$ cat config.mk
export PLATFORM = sky130hd
export DESIGN_NAME = mem_port_arbiter
export DESIGN_NICKNAME = d
export VERILOG_FILES = /design/src/rtl/mem_port_arbiter.sv
export SDC_FILE = /design/constraint.sdc
export NUM_CORES = 1
export LEC_CHECK = 0
export ABC_AREA = 0
export CAP_MARGIN = 30
export CORE_MARGIN = 1.5
export CORE_UTILIZATION = 32
export CTS_BUF_LIST = sky130_fd_sc_hd__clkbuf_8
export DETAILED_ROUTE_END_ITERATION = 12
export PLACE_DENSITY_LB_ADDON = 0.12
export SETUP_SLACK_MARGIN = 0.1
export SYNTH_ARGS = -nofsm -noshare
export SYNTH_HDL_FRONTEND = slang
export SYNTH_SLANG_ARGS = --single-unit
$ cat constraint.sdc
create_clock -name clk -period 10.4 [get_ports clk]
set_clock_uncertainty 0.05 [all_clocks]
set_input_delay 2.6 -clock clk [delete_from_list [all_inputs] [get_ports clk]]
set_output_delay 2.6 -clock clk [all_outputs]
set_load 0.005 [all_outputs]
$ cat src/rtl/mem_port_arbiter.sv
// Arbiter/sequencer sharing one fixed-latency memory port between the fetch (IF)
// and data (D) requesters; the data port wins unless fetch has been starved.
module mem_port_arbiter #(
  parameter int WIDTH      = 32,
  parameter int MEM_LAT    = 2,
  parameter int STARVE_MAX = 4
) (
  input  logic             clk,
  input  logic             rst,
  input  logic             if_req,
  input  logic [WIDTH-1:0] if_addr,
  output logic             if_gnt,
  output logic             if_rvalid,
  output logic [WIDTH-1:0] if_rdata,
  input  logic             d_req,
  input  logic             d_we,
  input  logic [WIDTH-1:0] d_addr,
  input  logic [WIDTH-1:0] d_wdata,
  output logic             d_gnt,
  output logic             d_rvalid,
  output logic [WIDTH-1:0] d_rdata,
  output logic             mem_en,
  output logic             mem_we,
  output logic [WIDTH-1:0] mem_addr,
  output logic [WIDTH-1:0] mem_wdata,
  input  logic [WIDTH-1:0] mem_rdata,
  output logic             stall_if,
  output logic             stall_mem
);

  if (MEM_LAT < 1 || MEM_LAT > 15) begin : g_bad_lat
    $error("mem_port_arbiter: MEM_LAT must be in 1..15");
  end
  if (STARVE_MAX < 1 || STARVE_MAX > 15) begin : g_bad_starve
    $error("mem_port_arbiter: STARVE_MAX must be in 1..15");
  end

  localparam logic [3:0] LAT_LAST   = 4'(MEM_LAT);
  localparam logic [3:0] STARVE_LIM = 4'(STARVE_MAX);

  typedef enum logic [1:0] {
    IDLE    = 2'd0,
    BUSY_IF = 2'd1,
    BUSY_D  = 2'd2
  } state_t;

  state_t           state_q, state_d;
  logic [3:0]       lat_cnt_q, lat_cnt_d;
  logic [3:0]       starve_cnt_q, starve_cnt_d;
  logic             d_we_q, d_we_d;
  logic [WIDTH-1:0] if_rdata_q, if_rdata_d;
  logic [WIDTH-1:0] d_rdata_q, d_rdata_d;

  logic grant_if, grant_d, lat_done, if_rv, d_rv;

  // Arbitration only happens in IDLE; a request arriving during BUSY waits.
  always_comb begin
    grant_if = 1'b0;
    grant_d  = 1'b0;
    if (state_q == IDLE && !rst) begin
      if (d_req && !(if_req && starve_cnt_q == STARVE_LIM)) begin
        grant_d = 1'b1;
      end else if (if_req) begin
        grant_if = 1'b1;
      end
    end
  end

  assign lat_done = (lat_cnt_q == LAT_LAST);
  assign if_rv    = (state_q == BUSY_IF) && lat_done && !rst;
  assign d_rv     = (state_q == BUSY_D) && lat_done && !rst;

  always_comb begin
    if_gnt    = grant_if;
    d_gnt     = grant_d;
    mem_en    = grant_if | grant_d;
    mem_we    = grant_d & d_we;
    mem_addr  = '0;
    mem_wdata = '0;
    if (grant_d) begin
      mem_addr  = d_addr;
      mem_wdata = d_wdata;
    end else if (grant_if) begin
      mem_addr = if_addr;
    end
  end

  // Read data passes straight through on the rvalid cycle and is held afterwards;
  // a store completion leaves the held load data untouched.
  assign if_rvalid = if_rv;
  assign d_rvalid  = d_rv;
  assign if_rdata  = if_rv ? mem_rdata : if_rdata_q;
  assign d_rdata   = (d_rv && !d_we_q) ? mem_rdata : d_rdata_q;

  assign stall_if  = if_req & ~if_rv & ~rst;
  assign stall_mem = d_req & ~d_rv & ~rst;

  always_comb begin
    state_d    = state_q;
    lat_cnt_d  = lat_cnt_q;
    d_we_d     = d_we_q;
    if_rdata_d = if_rdata_q;
    d_rdata_d  = d_rdata_q;
    case (state_q)
      IDLE: begin
        if (grant_d) begin
          state_d   = BUSY_D;
          lat_cnt_d = 4'd1;
          d_we_d    = d_we;
        end else if (grant_if) begin
          state_d   = BUSY_IF;
          lat_cnt_d = 4'd1;
        end
      end
      BUSY_IF, BUSY_D: begin
        if (lat_done) begin
          state_d   = IDLE;
          lat_cnt_d = 4'd0;
        end else begin
          lat_cnt_d = lat_cnt_q + 4'd1;
        end
      end
      default: begin
        state_d   = IDLE;
        lat_cnt_d = 4'd0;
      end
    endcase
    if (if_rv) if_rdata_d = mem_rdata;
    if (d_rv && !d_we_q) d_rdata_d = mem_rdata;
  end

  // Starvation counts D wins while fetch is waiting; any idle fetch cycle clears it.
  always_comb begin
    starve_cnt_d = starve_cnt_q;
    if (!if_req) begin
      starve_cnt_d = 4'd0;
    end else if (grant_d) begin
      if (starve_cnt_q != STARVE_LIM) starve_cnt_d = starve_cnt_q + 4'd1;
    end else if (grant_if) begin
      starve_cnt_d = 4'd0;
    end
  end

  always_ff @(posedge clk or posedge rst) begin
    if (rst) begin
      state_q      <= IDLE;
      lat_cnt_q    <= 4'd0;
      starve_cnt_q <= 4'd0;
      d_we_q       <= 1'b0;
      if_rdata_q   <= '0;
      d_rdata_q    <= '0;
    end else begin
      state_q      <= state_d;
      lat_cnt_q    <= lat_cnt_d;
      starve_cnt_q <= starve_cnt_d;
      d_we_q       <= d_we_d;
      if_rdata_q   <= if_rdata_d;
      d_rdata_q    <= d_rdata_d;
    end
  end

endmodule

# Word level (Yosys, flattened, before mapping)
# Cells that the tools add are included.
# word_totals
regBits,75
n_memories,0
output_inout_bits,136
mem_bits_rw,0
rom_bits,0
latchBits,0
# op_classes
n_mul,0
add_sub_neg,2
muxes,22
magnitude_cmp,0
reduce_logical,16
n_bitwise,9
eq_ne,9
div_mod_pow,0
shifts,0
# op_table
op,count
$mux 32,5
$mux 4,7
$add 4x1->4 const B,2
$logic_and 1x1->1,8
$pmux 4 s2,1
$mux 2,3
$reduce_and 2->1,3
$and 1x1->1,5
$mux 1,5
$eq 4x2->1 const B,1
$eq 4x3->1 const B,1
$ne 4x3->1 const B,1
$pmux 2 s2,1
$logic_not 1->1,3
$ne 3x1->1 const B,1
$ne 3x2->1 const B,1
$ne 3x3->1 const B,1
$not 1->1,3
$eq 2x1->1 const B,1
$eq 2x2->1 const B,1
$logic_not 2->1,1
$ne 2x2->1 const B,1
$reduce_or 2->1,1
$or 1x1->1,1

# Longest topological paths before layout
# Gate-level depths: netlist (run 1).
# depth
depth_word,9
ltp_mapped,8

# Worst setup path before layout (run 1)
# No wires, ideal clock.
# synth_path
path_kind,input -> output
from,input rst
to,output if_rdata[10]
path_buffers,2
t_arrival_ps,5204
cell_stages,5
path_slack_ps,2546
required_ps,7750
cell_sequence,inv_1 and3_1 buf_6 buf_12 mux2_4
# synth_between
elab_chain_len,3
# synth_rtl
item,line_no,source
from (decl),9,"input logic rst,"
$logic_not 1->1 (no source line),-,
$logic_and 1x1->1,70,assign if_rv = (state_q == BUSY_IF) && lat_done && !rst;
$mux 32,-,
to (decl),14,"output logic [WIDTH-1:0] if_rdata,"
# No other way between the ends.

# Final worst setup path (run 1)
# layout_path
from,input d_req
to,output mem_addr[17]
# layout_between
elab_chain_len,5
# layout_rtl
item,line_no,source
from (decl),15,"input logic d_req,"
$logic_and 1x1->1 (*),61,if (d_req && !(if_req && starve_cnt_q == STARVE_LIM)) begin
$mux 1,61,
$mux 1,60,if (state_q == IDLE && !rst) begin
$mux 32,83,end else if (grant_if) begin
$mux 32 (*),80,if (grant_d) begin
to (decl),24,"output logic [WIDTH-1:0] mem_addr,"
# Mark *: on every way between the ends. The rest lies on a longest branch, timed or not.

==> results.tsv, run 1 <==
stage	metric	value	unit
synthesis	postSynth.topFlopCell	sky130_fd_sc_hd__dfrtp_1	
die	dieArea	0.0136	mm²
pwr	power_leakage	3.09	nW
finish	layout.nets	770	
synthesis	ys.warnings.count	0	
clock_tree	numCtsBuffers	9	
critical_path	worst-endpoint-arrival	5.19	ns
outcome	outcome	completed	
detailed_routing	drt_first_pass_iters	4	
clock_tree	cts.sinks	75	
clock_tree	cts_max_path_buffers	2	
critical_path	critical_path_peak_fanout	39	
synthesis	top_count_cell_post_synth	sky130_fd_sc_hd__dfrtp_1	
die	dieHeight	117	µm
critical_path	kind_of_end_point_of_the_critical_path	output pin	
synthesis	synth_simple_gate_area_frac	0.192	
pwr	power.density	204	mW/mm²
pwr	switching_power	0.418	mW
synthesis	synthTopCellsByArea	sky130_fd_sc_hd__dfrtp_1 45%, sky130_fd_sc_hd__mux2_4 11%, sky130_fd_sc_hd__mux2_2 9.8%, sky130_fd_sc_hd__and3_1 5.3%, sky130_fd_sc_hd__nand4_1 5.0%	
sta	max_slew.worst_pin.slew	1.10	ns
sta	hold_violations	0	
finish	area_delta_synth_final	73.1	%
global_route	pin_count_of_the_biggest_net_entering_global_routing	79	
clock_tree	cts_tree	built	
synthesis	synth_largest_area_cell	sky130_fd_sc_hd__dfrtp_1	
finish	area_taken_by_flip_flops_and_latches	0.00188	mm²
sta	drv_slew	0	
critical_path	cp_data_required_time	7.75	ns
synthesis	synth_enable_flop_cells	0	
sta	timing.final.setup_violations	0	
global_route	grt_util_all_layers	0.202	
clock_tree	postCtsSetupBuffers	0	
die	row_count	41	
synthesis	synth-seq-cells	75	
detailed_routing	first_iter_violations	178	
synthesis	synth.avg_cell_area	11.0	µm²
sta	setup_total_negative_slack	0	ns
synthesis	synth_fa_ha_area_frac	0.0242	
synthesis	synth_seq_area_share	0.454	
synthesis	netlist-cell-type-count	38	
global_route	grt.overflow.total	0	
clock_tree	clock_tree.htree_level_count	3	
die	starting_density	0.328	
clock_tree	worst_setup_hold_path_clk_slew	0.07	ns
die	core_area	0.0126	mm²
synthesis	syn-instance-count	377	
critical_path	timing.critical_path.from_type	input port	
detailed_routing	detail_route.wirelength	14300	µm
pwr	vdd.ir_drop.worst	0.0806	mV
synthesis	largest_family_of_logic_cells_by_synthesized_area	multiplexers	
synthesis	post_synth_instance_area	0.00414	mm²
hold_path	hold_class	reg -> reg	
pwr	p_sw_frac	0.286	
clock_tree	cts_root_buf	sky130_fd_sc_hd__clkbuf_8	
die	dieWidth	117	µm
critical_path	timing.setup.critical_path_class	in -> out	
synthesis	async_flop_share	1.00	
finish	num_antenna_cells	0	
placed_design	routabilityCongestion	0.815	
synthesis	synth.cells.most_frequent	75 x sky130_fd_sc_hd__dfrtp_1, 38 x sky130_fd_sc_hd__nand2_1, 36 x sky130_fd_sc_hd__mux2_2	
sta	min_period	7.84	ns
pwr	seq_power_share	0.309	
sta	clock.fmax	0.128	GHz
global_route	grt_first_pass_wirelength	20900	µm
detailed_routing	post_drt_via_cell_ratio	4.91	
detailed_routing	drc	0	
finish	nFillCells	1126	
synthesis	muxShareOfSynthArea	0.203	
sta	rsz_0062_raised_after_global_routing	false	
pwr	clockPowerShare	0.183	
clock_tree	cts_hold_repair.buffers	0	
synthesis	synth_top_area_frac	0.454	
pwr	combinationalPowerShare	0.508	
detailed_routing	drt.antenna.violating_nets	0	
global_route	grt_antenna_before_repair	1	
die	ios	269	
finish	fin_util	0.568	
pwr	intPower	1.05	mW
finish	layout-drive-gt1-share	0.150	
flow_run	drv.max_cap_violation_count	0	
synthesis	synth_xor_area_frac	0	
detailed_routing	routedWlPerCell	17.8	µm
sta	max_slew_margin	0.269	
clock_tree	cts.repair.resized	0	
finish	multi_input_area	0.00202	mm²
synthesis	mappedNetlistNets	518	
synthesis	share_of_the_synthesized_area_in_compound_gates_ao_oa_aoi_oai	0.0684	
sta	fin_crit_sh	0.754	
global_route	first_global_vias	3977	
clock_tree	worstSkewPairLatency	0.34	ns
placed_design	port_buffers	268	
placed_design	dpl.hpwl	11000	µm
detailed_routing	vias_after_detailed_routing	3955	
final timing paths:
path	from	to	slack [ns]	cells after the start
hold reg to reg	if_rdata_q[20]	if_rdata_q[20]	0.44	1
min in group asynchronous	rst	d_we_q	2.69	3
setup reg to reg	state_q[1]	d_we_q	7.74	5
max in group asynchronous	rst	starve_cnt_q[2]	7.05	4
hold / removal	if_rdata_q[20]	if_rdata_q[20]	0.44	1
setup / recovery	d_req	mem_addr[17]	2.56	5
cells by family after synthesis:
group	after synthesis
compound gates	50
buf+inv	43
flops	75
mux	65
simple gates	136
fa+ha+maj	8
power by group through the flow:
stage | Combinational, mW | Clock, mW | Sequential (mW)
final | 0.744 | 0.267 | 0.452
after global routing | 0.805 | 0.289 | 0.465
after CTS | 0.754 | 0.276 | 0.453
after detailed placement | 0.748 | 0 | 0.458
after global placement | 0.737 | 0 | 0.453
after floorplan | 0.335 | 0 | 0.445
stage by stage:
stage / hold slack [ns] / cells / setup slack, ns / power [mW] / area [µm²]
after detailed placement: 0.429 / 789 / 1.87 / 1.21 / 6900
after CTS: 0.448 / 805 / 1.88 / 1.48 / 7130
final: 0.443 / 806 / 2.56 / 1.46 / 7160
after global routing: 0.453 / 806 / 2.43 / 1.56 / 7160
after floorplan: 0.427 / 377 / 2.55 / 0.779 / 4140
after global placement: 0.425 / 787 / 1.97 / 1.19 / 6860
worst max-delay path, stage by stage:
cell and delay [ns]:
sky130_fd_sc_hd__clkdlybuf4s50_1 0.49, sky130_fd_sc_hd__buf_4 0.38, sky130_fd_sc_hd__and2_1 0.92, sky130_fd_sc_hd__o21ai_0 0.26, sky130_fd_sc_hd__clkdlybuf4s50_1 0.51
sequential cells by signal, indices dropped and copies added, names as in the netlist:
register      count
state_q           2
starve_cnt_q      4
lat_cnt_q         4
if_rdata_q       32
d_we_q            1
d_rdata_q        32
cell usage in the layout, fill, tap and decap left out, types with 2 or more instances in the layout:
cell	instances
sky130_fd_sc_hd__nor2b_1	2
sky130_fd_sc_hd__o211ai_1	3
sky130_fd_sc_hd__dfrtp_1	75
sky130_fd_sc_hd__a21oi_1	2
sky130_fd_sc_hd__o21ai_0	35
sky130_fd_sc_hd__nand3_1	8
sky130_fd_sc_hd__nand4b_1	2
sky130_fd_sc_hd__and3_1	34
sky130_fd_sc_hd__mux2_2	36
sky130_fd_sc_hd__mux2_4	29
sky130_fd_sc_hd__nor2_1	2
sky130_fd_sc_hd__bufinv_16	3
sky130_fd_sc_hd__a31oi_1	4
sky130_fd_sc_hd__nand2_1	38
sky130_fd_sc_hd__clkinv_2	2
sky130_fd_sc_hd__or2_2	2
sky130_fd_sc_hd__and3b_1	2
sky130_fd_sc_hd__ha_1	8
sky130_fd_sc_hd__buf_4	4
sky130_fd_sc_hd__nand4_1	33
sky130_fd_sc_hd__clkdlybuf4s50_1	268
sky130_fd_sc_hd__inv_1	9
sky130_fd_sc_hd__nand2b_1	2
sky130_fd_sc_hd__clkbuf_8	9
sky130_fd_sc_hd__and2_1	2
cell type report:
class / instances / share of cell area
inverters: 9 / 0.00489
flip-flops and latches: 75 / 0.262
clock inverters: 7 / 0.0161
multi-input cells: 259 / 0.282
well taps: 172 / 0.0300
repair buffers: 275 / 0.387
clock buffers: 9 / 0.0173
per-layer routing:
metal  wire, µm  up-vias  track usage
li1           -     1865            -
met1       5110     1893        0.213
met2       7480      172        0.372
met3       1400       23       0.0763
met4        309        2       0.0643
met5         13        -            0
Power figures use the tool's default switching activity.
==> run 2: changes to the inputs <==
==> constraint.sdc (replaced) <==
create_clock -name clk -period 7.37 [get_ports clk]
set_clock_uncertainty 0.05 [all_clocks]
set_input_delay 1.8425 -clock clk [delete_from_list [all_inputs] [get_ports clk]]
set_output_delay 1.8425 -clock clk [all_outputs]
set_load 0.005 [all_outputs]
==> run 2 against run 1 <==
Sequential power rose by 41%; non-clock buffer count rose by 2; count of clock-buffer cells in the layout rose by 1; sequential share of layout area fell by 0.082 points; critical path depth rose by 1; setup slack got worse by 1.3 ns; core utilization rose by 0.18 points; critical path type unchanged; critical endpoint is now if_rdata[0]; largest cell class unchanged.
==> results.tsv, run 2 (synthesized netlist as in run 1, its figures left out) <==
stage	metric	value	unit	change
die	row_count	41		unchanged
detailed_routing	first_iter_violations	305		was 178
die	dieArea	0.0136	mm²	unchanged
detailed_routing	post_drt_via_cell_ratio	4.88		was 4.91
global_route	grt_first_pass_wirelength	20400	µm	was 20,900 µm
hold_path	hold_path.startpoint	if_rdata_q[17]		was if_rdata_q[20]
die	ios	269		unchanged
critical_path	timing.setup.critical_path_class	in -> out		unchanged
global_route	pin_count_of_the_biggest_net_entering_global_routing	78		was 79
global_route	grt.overflow.total	0		unchanged
placed_design	routabilityCongestion	0.854		was 0.815
die	dieHeight	117	µm	unchanged
clock_tree	cts_hold_repair.buffers	0		unchanged
hold_path	hold-path-cell-count	1		unchanged
critical_path	timing.critical_path.from_type	input port		unchanged
critical_path	cp_data_required_time	5.48	ns	was 7.75 ns
critical_path	worst-endpoint-arrival	4.18	ns	was 5.19 ns
sta	clock.fmax	0.165	GHz	
clock_tree	worst_setup_hold_path_clk_slew	0.08	ns	was 0.07 ns
die	core_area	0.0126	mm²	unchanged
critical_path	critical_path.reg2reg.startpoint	lat_cnt_q[0]		was state_q[1]
clock_tree	cts_max_path_buffers	2		unchanged
global_route	first_global_vias	3808		was 3,977
sta	setup_total_negative_slack	0	ns	unchanged
sta	fin_hold_ws	0.444	ns	was 0.443 ns
clock_tree	worstSkewPairLatency	0.34	ns	about the same
sta	max_slew_margin	0.568		was 0.269
finish	layout-drive-gt1-share	0.154		was 0.150
clock_tree	numCtsBuffers	9		unchanged
critical_path	r2r_end	if_rdata_q[0]		was d_we_q
finish	layout_common_cells	268 x sky130_fd_sc_hd__clkdlybuf4s50_1, 75 x sky130_fd_sc_hd__dfrtp_1, 38 x sky130_fd_sc_hd__nand2_1, 36 x sky130_fd_sc_hd__mux2_2, 35 x sky130_fd_sc_hd__o21ai_0		unchanged
finish	area_delta_synth_final	73.7	%	was 73.1%
finish	nFillCells	1107		was 1,126
finish	top_regs	d_rdata_q: 32 flops, if_rdata_q: 32 flops		unchanged
clock_tree	postCtsSetupBuffers	0		unchanged
placed_design	place_inst	791		was 789
placed_design	dpl.hpwl	10700	µm	was 11,000 µm
global_route	grt_util_all_layers	0.197		was 0.202
hold_path	hold_path_end	if_rdata_q[17]		was if_rdata_q[20]
detailed_routing	drt_first_pass_iters	4		unchanged
pwr	power_leakage	3.10	nW	was 3.09 nW
pwr	power.density	285	mW/mm²	was 204 mW/mm²
clock_tree	clock_tree.htree_level_count	3		unchanged
die	dieWidth	117	µm	unchanged
die	starting_density	0.328		unchanged
hold_path	hold_class	reg -> reg		unchanged
finish	stdcell_count	808		was 806
sta	drv_slew	0		unchanged
detailed_routing	vias_after_detailed_routing	3939		was 3,955
clock_tree	cts.repair.resized	0		unchanged
detailed_routing	routedWlPerCell	17.4	µm	was 17.8 µm
sta	fin_crit_sh	0.824		
critical_path	critical_path_peak_fanout	18		was 39
clock_tree	cts_tree	built		unchanged
sta	max_slew.worst_pin.slew	0.648	ns	was 1.10 ns
sta	timing.final.setup_violations	0		unchanged
global_route	grt_antenna_before_repair	0		was 1
clock_tree	cts.sinks	75		unchanged
finish	num_antenna_cells	0		unchanged
sta	hold_violations	0		unchanged
finish	commonest_non_fill_non_tap_cell_in_the_layout	sky130_fd_sc_hd__clkdlybuf4s50_1		unchanged
placed_design	port_buffers	268		unchanged
detailed_routing	detail_route.wirelength	14100	µm	was 14,300 µm
outcome	outcome	completed		unchanged
critical_path	timing.reg2reg.setup_slack	4.88	ns	was 7.74 ns
detailed_routing	drt.antenna.violating_nets	0		unchanged
critical_path	worst_r2r_path_depth	6		was 5
detailed_routing	drc	0		unchanged
flow_run	drv.max_cap_violation_count	0		unchanged
sta	min_period	6.07	ns	
clock_tree	cts_root_buf	sky130_fd_sc_hd__clkbuf_8		unchanged
critical_path	kind_of_end_point_of_the_critical_path	output pin		unchanged
pwr	vdd.ir_drop.worst	0.120	mV	was 0.0806 mV
sta	rsz_0062_raised_after_global_routing	false		unchanged
finish	layout.nets	772		was 770
-- run 2: cell count changes in the layout (fill, tap and decap cells not counted) --
cell                        delta
sky130_fd_sc_hd__buf_4         +2
sky130_fd_sc_hd__buf_16        +1
sky130_fd_sc_hd__buf_8         -1
sky130_fd_sc_hd__bufinv_16     -1
sky130_fd_sc_hd__clkbuf_8      +1
sky130_fd_sc_hd__clkinv_2      -1
sky130_fd_sc_hd__clkinv_4      +1
sky130_fd_sc_hd__inv_1         -1
sky130_fd_sc_hd__inv_8         +1
-- run 2: how the worst max path moves through the flow --
stage,end,startpoint
5_1_grt,if_rdata[0],rst
3_3_place_gp,stall_mem,rst
3_5_place_dp,if_rdata[0],rst
4_1_cts,if_rdata[0],rst
6_report,if_rdata[0],rst
2_1_floorplan,if_rdata[10],rst
-- run 2: through the flow --
stage / area, µm² / total power [mW] / util / worst slack, ns
final: 7180 / 2.05 / 0.569 / 1.30
after global routing: 7180 / 2.18 / 0.569 / 1.21
after CTS: 7160 / 2.08 / 0.567 / 1.29
after detailed placement: 6920 / 1.70 / 0.549 / 1.29
after global placement: 6900 / 1.68 / 0.546 / 1.35
after floorplan: 4140 / 1.10 / - / 1.03
-- run 2: critical path, cell delays in order --
cell and delay [ns]:
sky130_fd_sc_hd__clkdlybuf4s50_1 0.54, sky130_fd_sc_hd__clkinv_2 0.13, sky130_fd_sc_hd__and3_2 0.57, sky130_fd_sc_hd__buf_12 0.26, sky130_fd_sc_hd__mux2_2 0.36, sky130_fd_sc_hd__clkdlybuf4s50_1 0.45
-- run 2: layer usage --
metal | routed length (µm) | track usage | up-vias | share of wire
li1 | - | - | 1862 | -
met1 | 5270 | 0.215 | 1896 | 0.37
met2 | 7290 | 0.356 | 166 | 0.52
met3 | 1220 | 0.0701 | 15 | 0.087
met4 | 314 | 0.0635 | 0 | 0.022
met5 | 0 | 0 | - | 0
-- run 2: power breakdown --
part | internal [mW] | switching (mW)
sequential | 0.580 | 0.0562
combinational | 0.671 | 0.377
clock | 0.204 | 0.161
-- run 2: layout make-up --
cell class                      instances  area (µm²)  share of cell area
Clock buffer                           10         138              0.0192
Clock inverter                          6        96.3              0.0134
Inverter                                9        35.0             0.00488
Multi-Input combinational cell        259        2020               0.281
Sequential cell                        75        1880               0.261
Tap cell                              172         215              0.0300
Timing Repair Buffer                  277        2800               0.390
